`src/rtl/aes_arbiter.sv`:
```
// Round-robin arbiter and frame sequencer in front of the byte-serial AES core.
// Two requesters each push one frame; data frames get their 16 result bytes back.
module aes_arbiter #(
   parameter int FRAME_BYTES = 16,
   parameter int TIMEOUT     = 1024
) (
   input  logic       clk,
   input  logic       rst,
   input  logic       r0_req,
   input  logic       r0_cu,
   input  logic       r0_id,
   input  logic [7:0] r0_data,
   input  logic       r0_valid,
   output logic       r0_ready,
   output logic [7:0] r0_rdata,
   output logic       r0_rvalid,
   output logic       r0_done,
   input  logic       r1_req,
   input  logic       r1_cu,
   input  logic       r1_id,
   input  logic [7:0] r1_data,
   input  logic       r1_valid,
   output logic       r1_ready,
   output logic [7:0] r1_rdata,
   output logic       r1_rvalid,
   output logic       r1_done,
   output logic       cu,
   output logic       id,
   output logic [7:0] user_data,
   output logic       shi,
   input  logic [7:0] chip_data,
   input  logic       sho,
   output logic       busy,
   output logic       owner,
   output logic       err,
   output logic       stray
);

   typedef enum logic [1:0] {IDLE, SEND, WAIT_RSP, DONE} state_t;

   localparam int              TW   = $clog2(TIMEOUT) + 1;
   localparam logic [4:0]      LAST = 5'(FRAME_BYTES - 1);
   localparam logic [TW-1:0]   TMAX = TW'(TIMEOUT);

   state_t        state;
   logic          last;
   logic          abort;
   logic [4:0]    cnt;
   logic [TW-1:0] tcnt;
   logic [7:0]    rdata;
   logic          own_valid;
   logic [7:0]    own_data;
   logic          accept;
   logic          grant;

   assign own_valid = owner ? r1_valid : r0_valid;
   assign own_data  = owner ? r1_data  : r0_data;
   assign accept    = (state == SEND) && own_valid;
   // On a tie the requester not served last wins.
   assign grant     = (r0_req && r1_req) ? ~last : r1_req;

   assign busy     = (state != IDLE);
   assign r0_ready = (state == SEND) && !owner;
   assign r1_ready = (state == SEND) &&  owner;
   assign r0_done  = (state == DONE) && !owner;
   assign r1_done  = (state == DONE) &&  owner;
   assign err      = (state == DONE) && abort;
   assign r0_rdata = rdata;
   assign r1_rdata = rdata;

   always_ff @(posedge clk or negedge rst) begin
      if (!rst) begin
         state     <= IDLE;
         last      <= 1'b1;
         abort     <= 1'b0;
         cnt       <= '0;
         tcnt      <= '0;
         owner     <= 1'b0;
         cu        <= 1'b0;
         id        <= 1'b0;
         shi       <= 1'b0;
         user_data <= '0;
         rdata     <= '0;
         r0_rvalid <= 1'b0;
         r1_rvalid <= 1'b0;
         stray     <= 1'b0;
      end else begin
         shi       <= accept;
         r0_rvalid <= 1'b0;
         r1_rvalid <= 1'b0;
         stray     <= sho && (state != WAIT_RSP);
         if (accept) user_data <= own_data;
         unique case (state)
            IDLE: begin
               if (r0_req || r1_req) begin
                  owner <= grant;
                  cu    <= grant ? r1_cu : r0_cu;
                  id    <= grant ? r1_id : r0_id;
                  cnt   <= '0;
                  tcnt  <= '0;
                  abort <= 1'b0;
                  state <= SEND;
               end
            end
            SEND: begin
               if (accept) begin
                  if (cnt == LAST) begin
                     if (cu) begin
                        state <= DONE;
                     end else begin
                        cnt   <= '0;
                        tcnt  <= '0;
                        state <= WAIT_RSP;
                     end
                  end else begin
                     cnt <= cnt + 5'd1;
                  end
               end
            end
            WAIT_RSP: begin
               if (sho) begin
                  rdata     <= chip_data;
                  r0_rvalid <= !owner;
                  r1_rvalid <= owner;
                  tcnt      <= '0;
                  if (cnt == LAST) state <= DONE;
                  else             cnt   <= cnt + 5'd1;
               end else if (tcnt == TMAX) begin
                  abort <= 1'b1;
                  state <= DONE;
               end else begin
                  tcnt <= tcnt + 1'b1;
               end
            end
            DONE: begin
               last  <= owner;
               state <= IDLE;
            end
         endcase
      end
   end

endmodule

```
`config.mk`:
```
export PLATFORM = sky130hd
export DESIGN_NAME = aes_arbiter
export DESIGN_NICKNAME = d
export VERILOG_FILES = /design/src/rtl/aes_arbiter.sv
export SDC_FILE = /design/constraint.sdc
export NUM_CORES = 1
export LEC_CHECK = 0
export ABC_AREA = 1
export CAP_MARGIN = 20
export CORE_ASPECT_RATIO = 1.75
export CORE_MARGIN = 2
export CORE_UTILIZATION = 47
export DETAILED_ROUTE_END_ITERATION = 12
export PLACE_DENSITY = 0.91
export SYNTH_ARGS = -nofsm -noshare
export SYNTH_HDL_FRONTEND = slang
export SYNTH_SLANG_ARGS = --single-unit
export TNS_END_PERCENT = 100
```
`constraint.sdc`:
```
create_clock -name clk -period 2.1 [get_ports clk]
set_clock_uncertainty 0.05 [all_clocks]
set_input_delay 0.42 -clock clk [delete_from_list [all_inputs] [get_ports clk]]
set_output_delay 0.42 -clock clk [all_outputs]
set_load 0.01 [all_outputs]
```
# == Word level (Yosys, flattened, before mapping) ==
# Cells that the tools add are included.
# op_classes
addsub,2
multipliers,0
div,0
n_lt_le_gt_ge,0
eq_ne,18
shifts,0
mux,35
n_bitwise,1
n_reduce_logical,20
# ops
cell,count
$mux W11,6
$pmux W11 S3,1
$mux W5,6
$ne A2 B2 Y1 const B,8
$pmux W5 S3,1
$mux W1,12
$mux W2,6
$ne A3 B3 Y1 const B,4
$reduce_and A6 Y1,2
$add A11 B1 Y11 const B,1
$eq A11 B11 Y1 const B,1
$logic_and A1 B1 Y1,8
$mux W8,1
$pmux W2 S4,1
$add A5 B1 Y5 const B,1
$eq A5 B4 Y1 const B,1
$reduce_and A5 Y1,1
$eq A2 B2 Y1 const B,2
$reduce_and A2 Y1,2
$reduce_and A4 Y1,1
$reduce_bool A2 Y1,2
$reduce_bool A3 Y1,1
$eq A2 B1 Y1 const B,1
$logic_not A2 Y1,1
other kinds (5),5
# totals
register_bits,43
latch_bits,0
mem_bits_rw,0
mem_bits_ro,0
input_bits,35
elab_cells,90
memories,0

# == Logic depth before layout (Yosys ltp) ==
# Gate-level depths: netlist of the first run.
# logic_depth
word_depth,4
depth_mapped,12
mapped_depth_nobuf,12

# == Least setup slack after synthesis of the first run ==
# No wires, ideal clock.
# synth_path
path_kind,register -> register
from,register cnt[0]
to,register tcnt[6]
setup_ns,0.118
arrival_time_ns,1.674
slack_ns,0.259
stages_incl_launch_ff,13
period_less_slack_ns,1.841
path_cell_list,dfrtp_1 -> ha_1 -> nand2_1 -> nor2_1 -> ha_1 -> inv_1 -> o21ai_0 -> nand2_1 -> nor2_4 -> nand2_4 -> buf_8 -> nand2_2 -> o21ai_2
# synth_via
elab_chain_cells,3
# synth_rtl
item,line,source
from (decl),48,logic [4:0] cnt;
from (signal assigned),116,cnt <= cnt + 5'd1;
from (signal assigned),127,else cnt <= cnt + 5'd1;
$eq A5 B4 Y1,107,if (cnt == LAST) begin
$ne A2 B1 Y1 (no line),n/a,
$reduce_and A6 Y1 (no line),n/a,
to (signal assigned),132,tcnt <= tcnt + 1'b1;
to (decl),49,logic [TW-1:0] tcnt;
# Every way passes these cells.
# A chain may end at the register's enable or synchronous reset.

# == Worst setup path in the final report of the first run ==
# layout_path
from,register state[1]
to,output port err
# layout_via
elab_chain_cells,2
# layout_rtl
item,line,source
from (decl),45,state_t state;
from (signal assigned),73,state <= IDLE;
from (signal assigned),102,state <= SEND;
from (signal assigned),109,state <= DONE;
$eq A2 B2 Y1,67,assign err = (state == DONE) && abort;
$logic_and A1 B1 Y1,67,
to (decl),35,"output logic err,"
# Every way passes these cells.

==> qor.csv, run 1 <==
metric,value,unit
Inserted Diodes,0,
Post-Synth XOR/XNOR Area,1.08,%
Worst Hold Class,in -> async,
status,"finished, final reports clean",
syn nets,348,
Die H,99.4,µm
fin area,3390,µm²
RR Startpoint,cnt[0],
Top Usage Layer GRT,met2,
post-synthesis compound-gate area fraction,9.27,%
crit path DAT,1.58,ns
CTS tree,built,
Netlist cell types,31,
"EDFF count, synth",0,
layout cells sized above 1,14.5,%
met2 Usage GRT,40.3,%
DR WL/cell,14.8,µm
Register Area,1080,µm²
Worst R2R End,tcnt[9],
"Net count, final",424,
input/output buffers,71,
Ys Warns,0,
Die ar.,5810,µm²
critical path type,reg -> out,
met3 Use GR,3.51,%
"flops & latches, synth",43,
met1 usage,23.3,%
setup total negative slack,0,ns
WL final,6400,µm
Synth area leader,dfrtp_1,
Synth top area share,43.0,%
most common cell in the netlist,nand2_1,
"Req. time, crit path",1.63,ns
I/O pin total,72,
Max Root-Sink Buffers,2,
Internal,0.00263,W
Clock Sinks,43,
"Cell Count, Final, Fillers Out",433,
Final Hold Viols,0,
crit start category,register,
CP endpoint kind,primary output,
min Tclk post-route,2.05,ns
synth top area cells,"dfrtp_1 43%, nand2_1 12%, ha_1 5.6%",
combinational power share,51.9,%
Power Density,1280,nW/µm²
"Slowest-stage cell, CP",clkdlybuf4s50_1,
Worst-Margin Slew,0.561,ns
vias per cell,5.44,
Synth Area in Adders,5.63,%
Placed Area,3160,µm²
first-pass iteration count of the detailed router,4,
clock share of power,18.4,%
Worst-Skew Late Latency,0.30,ns
Tcrit/Tclk final,97.5,%
routability cong.,0.926,
row cnt,34,
first-pass GRT wire length,10200,µm
Fill cells,362,
Register-to-Register Path Depth,11,
"Seq/Total Area, Yosys",44.1,%
Peak Freq,488,MHz
P_leak,1.60,nW
synthesized cell area,2440,µm²
"Reg clk slew, reported paths",0.09,ns
die width,58.5,µm
gr usage total,22.6,%
Post-synth top flop,dfrtp_1,
mux cell area share after synthesis,3.69,%
synth-to-layout area growth,38.7,%
CP max stage delay,0.53,ns
Worst slew margin,62.6,%
initial core utilization,49.1,%
NetSw,0.00171,W
routed vias,2357,
Post-synth top cells,"81 x nand2_1, 42 x dfrtp_1, 35 x nor2_1",
endpoints failing setup,0,
Syn Inst Count,302,
Peak VDD IR,0.00110,V
Iteration-0 DRC Markers,86,
CTS Buf Count,5,
largest net degree at the start of global routing,44,
main combinational cell family by area after synthesis,simple AND/OR/NAND/NOR gates,
worst-path fanout max,3,
Antenna Violating Nets Remaining,0,
Max-Cap Viols,0,
Async SR Flop Fraction,100,%
vias in the first global route,2340,
area of the multi-input gates,1190,µm²
core area,4980,µm²
hold_ws,0.138,ns
DR DRC count,0,
fin. max-slew vios,0,
# H-tree levels,2,
CP Cell Sequence,ha_2 > nand2_1 > inv_1 > clkdlybuf4s50_1,
Synth Area in Simple Gates,26.8,%
antenna violations before repair,0,
switch share,39.3,%
GRT overflow,0,
Seq pwr share,29.8,%
R2R setup slack,0.11,ns
number of placed cells counting well taps,420,
CTS root buffer,clkbuf_8,
DP HPWL,4490,µm
syn_area_per_cell,8.09,µm²
==> registers in the layout (all words and copies together) (netlist names) <==
register / flops
r0_rdata: 8
stray: 1
owner: 1
abort: 1
r1_rvalid: 1
id: 1
state: 2
r0_rvalid: 1
cnt: 5
last: 1
shi: 1
tcnt: 11
user_data: 8
cu: 1
==> worst max-delay path: cells and delay by family (launching register included) <==
kind / cells / cell delay, ns
buffers and inverters: 2 / 0.58
DFF: 1 / 0.42
adders and majority gates: 1 / 0.23
and+or+nand+nor: 1 / 0.06
==> metrics by stage <==
stage | util (%) | power, W | setup WS, ns
6_report | 68.1 | 0.00434 | 0.0518
2_1_floorplan | - | 0.00253 | 0.259
5_1_grt | 68.1 | 0.00461 | -0.0440
3_3_place_gp | 63.5 | 0.00335 | 0.202
4_1_cts | 66.7 | 0.00426 | 0.0155
3_5_place_dp | 63.5 | 0.00342 | 0.0952
==> final cells by class <==
| class | count | area share [%] |
|---|---|---|
| inverters | 32 | 3.54 |
| clock inverters | 3 | 2.10 |
| repair buffers | 82 | 23.3 |
| well taps | 54 | 1.99 |
| multi-input cells | 214 | 35.3 |
| flip-flops and latches | 43 | 31.8 |
| clock buffers | 5 | 2.03 |
==> cell families after synthesis <==
group                    Yosys count
AO/OA/AOI/OAI                     39
XOR/XNOR                           3
adder cells (fa/ha/maj)           11
buffers and inverters             46
flip-flops                        43
multiplexers                       8
AND/OR/NAND/NOR                  152
==> layer usage <==
metal  share of wire (%)  up-vias
li1                    -     1112
met1                  35     1108
met2                  56      106
met3                 3.8       31
met4                 5.7        0
met5                   0        -
==> cell usage in the layout (no fill, tap or decap), drive strengths merged <==
master	instances
nand2	85
clkdlybuf4s50	65
dfrtp	42
nor2	38
inv	33
o21ai	24
nand3	21
buf	12
ha	11
mux2	8
a31oi	8
a21oi	6
clkbuf	5
nand4	3
or2	3
dlygate4sd2	3
xnor2	2
nand3b	2
bufinv	2
dlymetal6s2s	2
nor3	1
o21bai	1
xor2	1
dfstp	1
==> power groups by stage <==
| stage | Combinational (W) | Clock (W) | Sequential [W] |
|---|---|---|---|
| 2_1_floorplan | 0.00117 | 0 | 0.00137 |
| 3_3_place_gp | 0.00206 | 0 | 0.00130 |
| 3_5_place_dp | 0.00211 | 0 | 0.00132 |
| 4_1_cts | 0.00216 | 0.000811 | 0.00129 |
| 5_1_grt | 0.00244 | 0.000845 | 0.00132 |
| 6_report | 0.00225 | 0.000798 | 0.00129 |
==> worst max-delay path by stage <==
stage / depth (start not counted) / slack (ns) / start / end
finish: 4 / 0.05 / state[1] / err
detailed placement: 11 / 0.1 / cnt[0] / tcnt[10]
floorplan: 12 / 0.26 / cnt[0] / tcnt[6]
CTS: 4 / 0.02 / state[1] / r0_done
global route: 11 / -0.04 / cnt[0] / tcnt[7]
global placement: 7 / 0.20 / sho / cnt[2]
==> what timing repair did <==
action / CTS / global route
pin swaps: 0 / 5
setup buffers: 3 / 1
cloned: 0 / 1
resized for setup: 3 / 16
endpoints found under the setup margin: 6 / 20
hold buffers: 0 / 0
Power figures use the tool's default switching activity.
==> run 2: changes to the inputs <==
--- a/config.mk
+++ b/config.mk
@@ -7,7 +7,6 @@
 export LEC_CHECK = 0
 export ABC_AREA = 1
 export CAP_MARGIN = 20
-export CORE_ASPECT_RATIO = 1.75
 export CORE_MARGIN = 2
 export CORE_UTILIZATION = 47
 export DETAILED_ROUTE_END_ITERATION = 12
==> qor.csv, run 2 (synthesis gave the netlist of run 1 again) <==
metric,value,unit
routed vias,2252,
max reg flops,11,
status,"finished, final reports clean",
met3 Use GR,4.86,%
Final Hold Viols,0,
first-pass GRT wire length,9980,µm
row cnt,26,
"Reg clk slew, reported paths",0.08,ns
"most common cell after layout, fill and taps aside",nand2_1,
input/output buffers,71,
Placed Area,3180,µm²
layout cells sized above 1,13.0,%
DR WL/cell,13.1,µm
Peak VDD IR,0.000492,V
Top reg by flops,tcnt,
Top Usage Layer GRT,met2,
Worst slew margin,65.1,%
met1 usage,24.2,%
number of placed cells counting well taps,435,
initial core utilization,48.2,%
DR DRC count,0,
DP HPWL,4350,µm
Die H,76.1,µm
# H-tree levels,2,
Max Root-Sink Buffers,2,
CTS tree,built,
Top delay family on crit path,buffers and inverters,
endpoints failing setup,0,
Max-Cap Viols,0,
P_leak,1.59,nW
WL final,5860,µm
fin area,3330,µm²
Antenna Violating Nets Remaining,0,
CTS Buf Count,5,
"Slowest-stage cell, CP",dfrtp_1,
fin. max-slew vios,0,
crit path DAT,1.48,ns
Clock Sinks,43,
"worst slack, placed",0.0682,ns
Die ar.,5790,µm²
Worst Hold Class,in -> async,
vias in the first global route,2267,
routability cong.,0.868,
largest net degree at the start of global routing,24,
RSZ-0062 raised after global routing,no,
"Cell Count, Final, Fillers Out",448,
setup total negative slack,0,ns
critical path type,reg -> out,
vias per cell,5.03,
die width,76.1,µm
CP Cell Sequence,buf_4 > ha_2 > inv_1 > nor2_1 > dlygate4sd2_1,
min Tclk post-route,1.95,ns
Power Density,1200,nW/µm²
Inserted Diodes,0,
synth-to-layout area growth,36.4,%
"Req. time, crit path",1.63,ns
gr usage total,21.1,%
crit start category,register,
CP max stage delay,0.42,ns
Worst-Margin Slew,0.524,ns
Iteration-0 DRC Markers,105,
antenna violations before repair,0,
worst-path fanout max,4,
worst path bufs/invs,3,
"Net count, final",423,
met2 Usage GRT,38.4,%
most frequent cells in the layout,"81 x nand2_1, 64 x clkdlybuf4s50_1, 41 x dfrtp_1, 34 x nor2_1, 31 x inv_1",
Tcrit/Tclk final,92.9,%
CP endpoint kind,primary output,
Worst-Skew Late Latency,0.29,ns
Peak Freq,513,MHz
core area,5070,µm²
first-pass iteration count of the detailed router,4,
Register Area,1080,µm²
GRT overflow,0,
fin worst setup slack,0.149,ns
Fill cells,404,
CTS root buffer,clkbuf_8,
area of the multi-input gates,1160,µm²
post-cts hold buffer count,0,
I/O pin total,72,
-- run 2: final cells by class --
| class | count | share of cell area [%] |
|---|---|---|
| clock buffer | 6 | 2.18 |
| clock inverter | 2 | 0.376 |
| inverter | 32 | 3.60 |
| multi-input combinational | 213 | 34.7 |
| sequential | 43 | 32.4 |
| tap | 70 | 2.63 |
| timing repair buffer | 82 | 24.1 |
-- run 2: final timing paths --
path | from | endpoint | slack (ns) | cells past startpoint
worst max-delay path | state[0] | r0_ready | 0.15 | 5
worst min-delay path | rst | user_data[2] | 0.04 | 1
worst max register to register | state[0] | tcnt[7] | 0.18 | 8
worst min register to register | id | id | 0.46 | 2
max in group asynchronous | rst | last | 1.39 | 2
min in group clk | id | id | 0.46 | 2
-- run 2: per-layer routing --
layer | vias to the layer above | share of wire (%) | routed length, µm
li1 | 1108 | - | -
met2 | 78 | 50 | 2940
met4 | 0 | 1.5 | 89
met3 | 10 | 6.3 | 370
met1 | 1056 | 42 | 2460
met5 | - | 0 | 0
-- run 2: report_power, final --
group / switching (W) / internal (W) / total, W
Sequential: 0.000209 / 0.00109 / 0.00130
Clock: 0.000276 / 0.000232 / 0.000508
Combinational: 0.00113 / 0.00106 / 0.00219
Total: 0.00161 / 0.00239 / 0.00400
-- run 2: repair_timing --
action / 4_1_cts / 5_1_grt
setup buffers: 2 / 3
gates resized for setup: 5 / 8
pin swaps: 0 / 1
setup endpoints to repair: 5 / 14
-- run 2: through the flow --
stage                     hold WS, ns  power, W  utilization (%)
after global routing           0.0813   0.00428             65.7
final                          0.0441   0.00400             65.7
after floorplan                0.0744   0.00253                -
after detailed placement        0.375   0.00341             62.7
after global placement          0.376   0.00332             62.7
after CTS                      0.0587   0.00395             64.7
